### src/rtl/instr_fetch_ctrl_pkg.sv
// Shared constants for the instruction fetch controller: FSM state
// encoding, decoded opcodes and the vector-done redirect address.
package instr_fetch_ctrl_pkg;

    localparam int          IFC_ADDR_MAX = 16;
    localparam logic [3:0]  IFC_JMP_OP   = 4'hC;
    localparam logic [3:0]  IFC_HALT_OP  = 4'hF;

    // Address the PC loads on a vector-done redirect (the PC owns the load,
    // this controller only issues the enable pulse).
    localparam logic [15:0] IFC_VEC_ADDR = 16'hFFF0;

    // FSM encoding, kept as plain constants so legacy code can compare them
    localparam logic [2:0] S_IDLE  = 3'd0;
    localparam logic [2:0] S_REQ   = 3'd1;
    localparam logic [2:0] S_ISSUE = 3'd2;
    localparam logic [2:0] S_DRAIN = 3'd3;
    localparam logic [2:0] S_REDIR = 3'd4;
    localparam logic [2:0] S_HALT  = 3'd5;

endpackage

### src/rtl/instr_fetch_ctrl.sv
// Instruction fetch controller. Reads one word at the PC address over a
// req/ack port, offers it downstream on valid/ready, then pulses the PC
// enable (with the jump flag for PC-relative jumps). A vector-done request
// forces a redirect pulse so the PC loads the vector address; HALT stops
// all fetching until reset.
module instr_fetch_ctrl
    import instr_fetch_ctrl_pkg::*;
#(
    parameter int         ADDR_MAX = IFC_ADDR_MAX,
    parameter logic [3:0] JMP_OP   = IFC_JMP_OP,
    parameter logic [3:0] HALT_OP  = IFC_HALT_OP
) (
    input  logic                clock,
    input  logic                reset,
    input  logic [ADDR_MAX-1:0] pc_addr,
    output logic                pc_enable,
    output logic                pc_jump,
    output logic [ADDR_MAX-1:0] pc_word,
    input  logic                vec_done,
    output logic                mem_req,
    output logic [ADDR_MAX-1:0] mem_addr,
    input  logic                mem_ack,
    input  logic [ADDR_MAX-1:0] mem_rdata,
    output logic                instr_valid,
    input  logic                instr_ready,
    output logic [ADDR_MAX-1:0] instr,
    output logic                halted,
    output logic [15:0]         fetch_count
);

    logic [2:0]          state;
    logic [2:0]          state_nxt;
    logic [ADDR_MAX-1:0] word_q;
    logic [3:0]          opcode;
    logic                accept;
    logic                is_halt;
    logic                load_word;

    assign opcode    = word_q[ADDR_MAX-1 -: 4];
    assign is_halt   = (opcode == HALT_OP);
    // A downstream accept only counts when no redirect is pending.
    assign accept    = (state == S_ISSUE) && instr_ready && !vec_done;
    // Acked data is dropped if a redirect arrives in the same cycle.
    assign load_word = (state == S_REQ) && mem_ack && !vec_done;

    // Next-state logic; vec_done outranks instr_ready everywhere it is sampled
    always_comb begin
        state_nxt = state;
        case (state)
            S_IDLE:  state_nxt = S_REQ;
            S_REQ: begin
                if (mem_ack)       state_nxt = vec_done ? S_REDIR : S_ISSUE;
                else if (vec_done) state_nxt = S_DRAIN;
            end
            S_ISSUE: begin
                if (vec_done)         state_nxt = S_REDIR;
                else if (instr_ready) state_nxt = is_halt ? S_HALT : S_REQ;
            end
            S_DRAIN: if (mem_ack) state_nxt = S_REDIR;
            S_REDIR: state_nxt = S_REQ;
            S_HALT:  state_nxt = S_HALT;
            default: state_nxt = S_IDLE;
        endcase
    end

    // State register; reset abandons any outstanding memory request
    always_ff @(posedge clock) begin
        if (reset) state <= S_IDLE;
        else       state <= state_nxt;
    end

    // Fetched word register, shared by the decode and PC offset outputs
    always_ff @(posedge clock) begin
        if (reset)          word_q <= '0;
        else if (load_word) word_q <= mem_rdata;
    end

    // Count of words handed downstream, including the HALT word itself
    always_ff @(posedge clock) begin
        if (reset)       fetch_count <= '0;
        else if (accept) fetch_count <= fetch_count + 16'd1;
    end

    // Port decode from state; the request address tracks the PC only while
    // a request is outstanding (the PC does not move during REQ/DRAIN, so
    // the address stays stable until ack).
    always_comb begin
        mem_req     = (state == S_REQ) || (state == S_DRAIN);
        mem_addr    = mem_req ? pc_addr : '0;
        instr_valid = (state == S_ISSUE);
        pc_enable   = (accept && !is_halt) || (state == S_REDIR);
        pc_jump     = accept && !is_halt && (opcode == JMP_OP);
        halted      = (state == S_HALT);
    end

    assign instr   = word_q;
    assign pc_word = word_q;

endmodule
### config.mk
export PLATFORM = sky130hd
export DESIGN_NAME = instr_fetch_ctrl
export DESIGN_NICKNAME = d
export VERILOG_FILES = /design/src/rtl/instr_fetch_ctrl_pkg.sv /design/src/rtl/instr_fetch_ctrl.sv
export SDC_FILE = /design/constraint.sdc
export NUM_CORES = 1
export LEC_CHECK = 0
export CELL_PAD_IN_SITES_DETAIL_PLACEMENT = 1
export CELL_PAD_IN_SITES_GLOBAL_PLACEMENT = 1
export CORE_ASPECT_RATIO = 2
export CORE_UTILIZATION = 26
export CTS_BUF_LIST = sky130_fd_sc_hd__clkbuf_4 sky130_fd_sc_hd__clkbuf_8 sky130_fd_sc_hd__clkbuf_16
export CTS_CLUSTER_SIZE = 30
export DETAILED_ROUTE_END_ITERATION = 10
export PLACE_DENSITY = 0.9
export SYNTH_ARGS = -nofsm -noshare
export SYNTH_HDL_FRONTEND = slang
export SYNTH_SLANG_ARGS = --single-unit
### constraint.sdc
create_clock -name clock -period 1.95 [get_ports clock]
set_clock_uncertainty 0.05 [all_clocks]
set_input_delay 0.2925 -clock clock [delete_from_list [all_inputs] [get_ports clock]]
set_output_delay 0.2925 -clock clock [all_outputs]
set_load 0.05 [all_outputs]
Yosys cells after proc, flatten, opt, wreduce, memory -nomap -nowiden:

Index checks and enable logic that the tools add are counted.

* bits of input ports: 37
* flip-flop bits (word level): 35
* output and inout port bits: 69

* equality and inequality tests: 10
* muxes and demuxes: 9
* reduce and logical (&&, ||, !) cells: 13
* add/subtract/negate cells: 1

Operators by type and width (count)
* 2-to-1 mux 3 bit: 7
* adder 16 x 1 -> 16 bit, second input constant: 1
* 2-to-1 mux 16 bit: 1
* one-hot mux 3 bit (5 select lines): 1
* equality test 4 bit, second input constant: 2
* equality test 3 x 2 -> 1 bit, second input constant: 2
* equality test 3 bit, second input constant: 2
* logical AND 1 bit: 6
* equality test 3 x 1 -> 1 bit, second input constant: 1
* logical NOT 3 bit: 1
* != test 3 x 2 -> 1 bit, second input constant: 1
* != test 3 bit, second input constant: 1
* AND reduction 3 bit: 1
* logical NOT 1 bit: 2
* logical OR 1 bit: 2
* != test 2 bit, second input constant: 1
* OR reduction 2 bit: 1

Logic depth before layout (Yosys ltp):

Gate-level depths: netlist of the first run.

* depth in word-level cells: 5
* depth in mapped cells: 7
* mapped depth without buffers: 5

Least setup slack after synthesis of the first run:

OpenSTA, ideal clock, no wires.

* path kind: register to output
* from: register state[1]
* to: output pc_jump
* required time: 1.607 ns
* data arrival time: 2.852 ns
* setup slack: -1.244 ns
* buffers on the path: 1
* stages on the path, launching flop included: 5
* path through: dfxtp_1 -> buf_2 -> nor3b_4 -> nand2_1 -> nor4_1

* word-level cells in the longest chain between the ends: 5

Ends and longest elaborated chain
* start: declaration: line instr_fetch_ctrl.sv:31 `logic [2:0] state;`
* start signal: assignment: line instr_fetch_ctrl.sv:69 `else state <= state_nxt;`
* equality test 3 x 2 -> 1 bit
* via instr_valid: line instr_fetch_ctrl.sv:24 `output logic instr_valid,`
* logical AND 1 bit (2 in series): line instr_fetch_ctrl.sv:42 `assign accept = (state == S_ISSUE) && instr_ready && !vec_done;`
* logical AND 1 bit (2 in series): line instr_fetch_ctrl.sv:92 `pc_jump = accept && !is_halt && (opcode == JMP_OP);`
* end: declaration: line instr_fetch_ctrl.sv:17 `output logic pc_jump,`

The timed path passes the listed nets, and every way through them passes these cells.

Final worst setup path of the first run:

* from: register fetch_count[6]
* to: output fetch_count[6]

RTL lines
* start: declaration: line instr_fetch_ctrl.sv:28 `output logic [15:0] fetch_count`
* start signal: assignment: line instr_fetch_ctrl.sv:81 `else if (accept) fetch_count <= fetch_count + 16'd1;`

No word-level cell between the ends.

==> results of run 1 <==
==> stage by stage <==
| step | total power [mW] | utilization, % | worst slack (ns) | instance area, um^2 | hold slack [ns] |
|---|---|---|---|---|---|
| CTS | 2.353 | 48.30 | 0.004681 | 3352 | 0.4275 |
| floorplan | 1.116 | - | -0.3061 | 1908 | 0.3538 |
| global route | 2.400 | 48.44 | 0.001539 | 3362 | 0.4499 |
| finish | 2.321 | 48.44 | 0.04474 | 3362 | 0.4205 |
| global placement | 1.403 | 45.79 | -0.006014 | 3178 | 0.4106 |
| detailed placement | 1.420 | 45.79 | -0.06489 | 3178 | 0.4196 |
==> registers in the layout, indices dropped and copies added (netlist names) <==
name	cells
state	3
fetch_count	16
instr	16
==> area by class of cell <==
type | count | area, um^2 | area share, %
Timing Repair Buffer | 120 | 1361 | 40.49
Inverter | 1 | 3.754 | 0.1116
Clock inverter | 3 | 43.79 | 1.303
Multi-Input combinational cell | 157 | 1008 | 30.00
Sequential cell | 35 | 706.9 | 21.03
Tap cell | 90 | 112.6 | 3.349
Clock buffer | 5 | 125.1 | 3.722
==> timing repair <==
action	CTS	global route
pin swaps	0	0
endpoints found under the setup margin	18	18
gates resized for setup	3	4
==> cell usage after synthesis <==
library cell / instances / area share, %
and3b_1: 1 / 0.47
nand2b_1: 3 / 1.0
and2_1: 16 / 5.4
nand4bb_4: 1 / 1.5
a221oi_1: 2 / 0.94
nand3b_1: 1 / 0.40
nand3_2: 1 / 0.54
inv_1: 1 / 0.20
nor2b_1: 6 / 2.0
nand3_1: 5 / 1.3
dfxtp_1: 35 / 38
mux2_2: 2 / 1.2
a31o_2: 1 / 0.47
xnor2_1: 5 / 2.3
buf_4: 18 / 7.2
nor4_1: 2 / 0.67
xor2_1: 6 / 2.8
a21oi_1: 21 / 5.6
o31ai_1: 1 / 0.40
ha_1: 1 / 0.67
nand4b_4: 1 / 1.3
nand2_1: 40 / 8.1
and4_2: 1 / 0.54
nand4_4: 1 / 1.1
nor3_1: 2 / 0.54
nor3b_4: 1 / 1.0
and3_2: 1 / 0.40
nand4_1: 7 / 2.3
a22oi_1: 1 / 0.40
and4b_1: 1 / 0.54
o21bai_1: 1 / 0.40
nor3b_2: 1 / 0.67
buf_2: 4 / 1.1
nor2_1: 18 / 3.6
nor4_4: 1 / 1.1
nor4bb_1: 1 / 0.54
clkbuf_1: 8 / 1.6
a211oi_1: 1 / 0.40
and3_1: 2 / 0.67
mux2_4: 1 / 0.81
==> layer usage <==
layer	global-route usage [%]	up-vias
li1	-	924
met1	15.61	916
met2	35.28	56
met3	3.928	17
met4	7.778	0
met5	0	-
==> power breakdown <==
part	switching, mW	total (mW)	leakage (nW)	internal (mW)
registers	0.0307	0.766	0.284	0.735
clock network	0.316	0.918	0.0838	0.602
logic	0.337	0.637	0.982	0.300
==> how the worst max path moves through the flow <==
stage / end / depth (start not counted)
2_1_floorplan: pc_jump / 4
3_3_place_gp: pc_jump / 5
3_5_place_dp: pc_jump / 5
4_1_cts: pc_word[12] / 1
5_1_grt: fetch_count[6] / 1
6_report: fetch_count[6] / 1
==> cells by family after synthesis <==
kind of cell             Yosys count
AND/OR/NAND/NOR                  114
multiplexers                       3
XOR/XNOR                          11
flip-flops                        35
AO/OA/AOI/OAI                     28
buffers and inverters             31
adder cells (fa/ha/maj)            1
==> impl_metrics.yaml, run 1 <==
status:
  status: "completed"
clock_network:
  insertion_delay_ns: 0.29
  path_clk_slew_ns: 0.06
  tritoncts: "yes"
  cts-htree-levels: 2
  root_buffer: "clkbuf_16"
  post-cts-setup-buffers: 0
  cts.sinks: 35
  cts_buffers: 5
  clk_path_buf_depth: 2
  cts_hold_buf: 0
route:
  wl_met1_mm: 1.928
  avgViaCountPerCell: 4.655
  drtPass1Iterations: 4
  detail_route.wl_per_cell_um: 15.21
  wl_met2_mm: 3.877
  postRouteAntennaNets: 0
  wirelength_mm: 6.251
  vias: 1913
  drc: 0
  wl_met3_um: 261
  dr.max_layer_used: "met4"
  drtIter0Drc: 44
global_routing:
  grt_overflow: 0
  antenna_found_initial: 0
  grt_max_degree: 18
  grt_pass1_vias: 1999
  grt_pass1_wl_mm: 9.742
  grt.total_usage_pct: 17.83
die:
  rows: 43
  die_h_um: 121.8
  core_mm2: 0.006940
  die_area_mm2: 0.007533
  num_io_pins: 106
  die_w_um: 61.88
  start_util_pct: 26.86
timing:
  fmax_mhz: 524.9
  slew_headroom_pct: 65.27
  fin_tns_setup_ns: 0
  setup_viol: 0
  finalCritPeriodShare_pct: 97.71
  period_needed_ns: 1.905
  drv_slew: 0
  hold_viol: 0
  rsz0062_at_grt: "false"
  worst_pin_slew_ns: 0.5193
worst_setup_path:
  path_buf_inv: 1
  crit_arrival_ns: 1.56
  critPathMaxStageDelay_ns: 0.84
  critPathLaunch: "fetch_count[6]$_SDFFE_PP0P_"
  r2r-start: "fetch_count[0]$_SDFFE_PP0P_"
  cp.required_ns: 1.61
  cp_slowest_cell: "clkdlybuf4s50_1"
  crit_path_end_kind: "primary output"
  critPathTopFamily: "buffers and inverters"
  worst_setup_path_start_kind: "flip-flop"
  crit_type: "flip-flop to primary output"
  reg2reg_depth: 4
  r2r_end: "fetch_count[14]$_SDFFE_PP0P_"
  path_cells: "clkdlybuf4s50_1"
  crit_fanout: 4
  reg2reg_slack_ns: 0.36
final_layout:
  final_common_cell: "clkdlybuf4s50_1"
  num_antenna_cells: 0
  fillCellCount: 768
  layout_common_cells: "clkdlybuf4s50_1 (70), nand2_1 (39), dfxtp_1 (32), buf_4 (26), buf_12 (22)"
  finalNonFillerCells: 411
  syn2layout_area_growth_pct: 80.34
  nets: 358
  layout-drive-gt1-share_pct: 26.48
placement:
  place_inst: 403
  gp_congestion: 0.7972
  place_hpwl_mm: 4.985
  port_buffers: 105
hold_path:
  hp-start: "instr[6]$_SDFFE_PP0P_"
  min_path_cells: 2
  whs_endpoint: "instr[6]$_SDFFE_PP0P_"
  hold_path_class: "flip-flop to flip-flop"
power:
  power_density_mw_per_mm2: 690.4
  max-vdd-ir-drop_v: 0.0005972
  p_leak_nw: 1.350
logic_synthesis:
  ys_ff_latch: 35
  yosys.area_share.simple_pct: 35.77
  ys_seq_area_share_pct: 37.58
  yosysWarnings: 0
  synthCells: 223
  synth_compound_area_share_pct: 8.658
  synth_mux_area_share_pct: 2.013
  synth_top_family_by_area: "simple AND/OR/NAND/NOR gates"
  synth_fa_ha_area_share_pct: 0.6711
  ys_types: 40
  netlist_area_mm2: 0.001864
  synth_nets: 261
  synth_area_per_cell_um2: 8.360
  synthXorXnorAreaFrac_pct: 5.168
flow_run:
  drv_cap: 0
(Power assumes the default switching activity.)
==> inputs of run 2 (changes only) <==
--- a/config.mk
+++ b/config.mk
@@ -12,6 +12,7 @@
 export CTS_BUF_LIST = sky130_fd_sc_hd__clkbuf_4 sky130_fd_sc_hd__clkbuf_8 sky130_fd_sc_hd__clkbuf_16
 export CTS_CLUSTER_SIZE = 30
 export DETAILED_ROUTE_END_ITERATION = 10
+export GPL_ROUTABILITY_DRIVEN = 1
 export PLACE_DENSITY = 0.9
 export SYNTH_ARGS = -nofsm -noshare
 export SYNTH_HDL_FRONTEND = slang
==> results of run 2 <==
Same layout as run 1: the final DEF is identical, and so are final timing and power.
==> inputs of run 3 (changes only) <==
--- a/config.mk
+++ b/config.mk
@@ -5,9 +5,11 @@
 export SDC_FILE = /design/constraint.sdc
 export NUM_CORES = 1
 export LEC_CHECK = 0
+export CAP_MARGIN = 20
 export CELL_PAD_IN_SITES_DETAIL_PLACEMENT = 1
 export CELL_PAD_IN_SITES_GLOBAL_PLACEMENT = 1
 export CORE_ASPECT_RATIO = 2
+export CORE_MARGIN = 8
 export CORE_UTILIZATION = 26
 export CTS_BUF_LIST = sky130_fd_sc_hd__clkbuf_4 sky130_fd_sc_hd__clkbuf_8 sky130_fd_sc_hd__clkbuf_16
 export CTS_CLUSTER_SIZE = 30
==> run 3 against run 2 <==
Against the previous run:
- count of clock-buffer cells in the layout grew 2
- non-clock buffer count shrank 2
- via count shrank 0.21%
- sequential power is essentially flat
- worst hold slack gained 0.0051 ns
- core utilization shrank 0.090 points
- final cell count shrank 0.24%
==> impl_metrics.yaml, run 3 (synthesis gave the netlist of run 1 again) <==
status:
  status: "completed"
route:
  drtIter0Drc: 66
  drc: 0
  detail_route.wl_per_cell_um: 17.09
  vias: 1909
  drtPass1Iterations: 4
  wirelength_mm: 7.006
  postRouteAntennaNets: 0
  avgViaCountPerCell: 4.656
clock_network:
  tritoncts: "yes"
  cts_hold_buf: 0
  cts_resized: 5
  path_clk_slew_ns: 0.06
  post-cts-setup-buffers: 0
  root_buffer: "clkbuf_16"
  cts_buffers: 5
  insertion_delay_ns: 0.29
  clk_path_buf_depth: 2
  cts-htree-levels: 2
  cts.sinks: 35
worst_setup_path:
  crit_type: "input port to primary output"
  reg2reg_slack_ns: 0.29
  path_cells: "clkdlybuf4s50_1 -> nor2b_4 -> nand2_2 -> nor4_4 -> buf_12"
  critPathTopFamily: "buffers and inverters"
  critPathMaxStageDelay_ns: 0.50
  crit_arrival_ns: 1.54
  cp.required_ns: 1.61
  path_buf_inv: 2
  reg2reg_depth: 4
  crit_path_end_kind: "primary output"
  r2r_end: "fetch_count[14]$_SDFFE_PP0P_"
  crit_fanout: 4
  r2r-start: "fetch_count[0]$_SDFFE_PP0P_"
  worst_setup_path_start_kind: "input port"
  cp_slowest_cell: "clkdlybuf4s50_1"
timing:
  finalCritPeriodShare_pct: 96.52
  setup_viol: 0
  slew_headroom_pct: 64.71
  period_needed_ns: 1.882
  fin_tns_setup_ns: 0
  hold_viol: 0
  rsz0062_at_grt: "false"
  worst_slack_ns: 0.06788
  drv_slew: 0
  fmax_mhz: 531.3
  worst_pin_slew_ns: 0.5277
hold_path:
  min_path_cells: 2
  hp-start: "instr[0]$_SDFFE_PP0P_"
  hold_path_class: "flip-flop to flip-flop"
  whs_endpoint: "instr[0]$_SDFFE_PP0P_"
global_routing:
  grt_max_degree: 18
  grt_overflow: 0
  antenna_found_initial: 1
  grt_pass1_vias: 2126
  grt.total_usage_pct: 14.12
  grt_pass1_wl_mm: 10.94
placement:
  place_hpwl_mm: 5.596
  pre_cts_ws_ns: -0.09218
  gp_congestion: 0.7532
  port_buffers: 105
  dpl_cell_area_mm2: 0.003168
die:
  die_h_um: 135.8
  core_mm2: 0.006940
  num_io_pins: 106
  rows: 43
  start_util_pct: 26.86
  die_area_mm2: 0.01030
  die_w_um: 75.88
final_layout:
  layout_common_cells: "clkdlybuf4s50_1 (65), nand2_1 (39), dfxtp_1 (32), buf_4 (26), buf_12 (23)"
  layout-drive-gt1-share_pct: 26.96
  fin_util_pct: 48.35
  syn2layout_area_growth_pct: 80.00
  nets: 356
  final_area_mm2: 0.003356
  fillCellCount: 773
  final_common_cell: "clkdlybuf4s50_1"
power:
  power_density_mw_per_mm2: 678.3
  max-vdd-ir-drop_v: 0.0004220
  p_leak_nw: 1.378
flow_run:
  drv_cap: 0
==> run 3: worst max-delay path by stage <==
| stage | from | endpoint | slack (ns) | cells past startpoint |
|---|---|---|---|---|
| floorplan | state[1]$_SDFFE_PP0P_ | pc_jump | -0.31 | 4 |
| global placement | vec_done | pc_jump | -0.007 | 5 |
| detailed placement | vec_done | pc_jump | -0.09 | 5 |
| CTS | fetch_count[7]$_SDFFE_PP0P_ | fetch_count[7] | 0.02 | 1 |
| global route | instr_ready | pc_jump | 0.006 | 5 |
| finish | instr_ready | pc_jump | 0.07 | 5 |
==> run 3: cell type report <==
type	instances	area [um^2]	share of cell area, %
Inverter	1	3.754	0.1119
Timing Repair Buffer	118	1356	40.42
Antenna cell	1	2.502	0.07457
Clock buffer	7	152.6	4.549
Sequential cell	35	706.9	21.07
Clock inverter	1	7.507	0.2237
Multi-Input combinational cell	157	1013	30.20
Tap cell	90	112.6	3.356
==> run 3: metal layers <==
layer  vias to the layer above  global-route usage, %  part of all wire (%)
met3                         9                  3.412                   5.2
met1                       920                  12.53                    33
met4                         0                  7.328                   1.9
met5                         -                      0                     0
met2                        58                  27.02                    60
li1                        922                      -                     -
==> run 3: per-stage QoR <==
stage | hold WS [ns] | cells | total power, mW
floorplan | 0.3538 | 223 | 1.116
global placement | 0.4068 | 401 | 1.405
detailed placement | 0.4235 | 401 | 1.423
CTS | 0.4316 | 409 | 2.304
global route | 0.4500 | 410 | 2.363
finish | 0.4255 | 410 | 2.276
==> run 3: power breakdown <==
part / internal [mW] / total [mW] / switching (mW) / leakage [nW]
sequential: 0.735 / 0.767 / 0.0323 / 0.284
combinational: 0.299 / 0.638 / 0.339 / 1.02
clock: 0.544 / 0.871 / 0.327 / 0.0761
total: 1.58 / 2.28 / 0.699 / 1.38
==> run 3: worst min-delay path, delay by kind of cell, from the launching register on <==
family	cells	cell delay (ns)
AND/OR/NAND/NOR	1	0.06
AO/OA/AOI/OAI	1	0.05
flip-flops	1	0.32
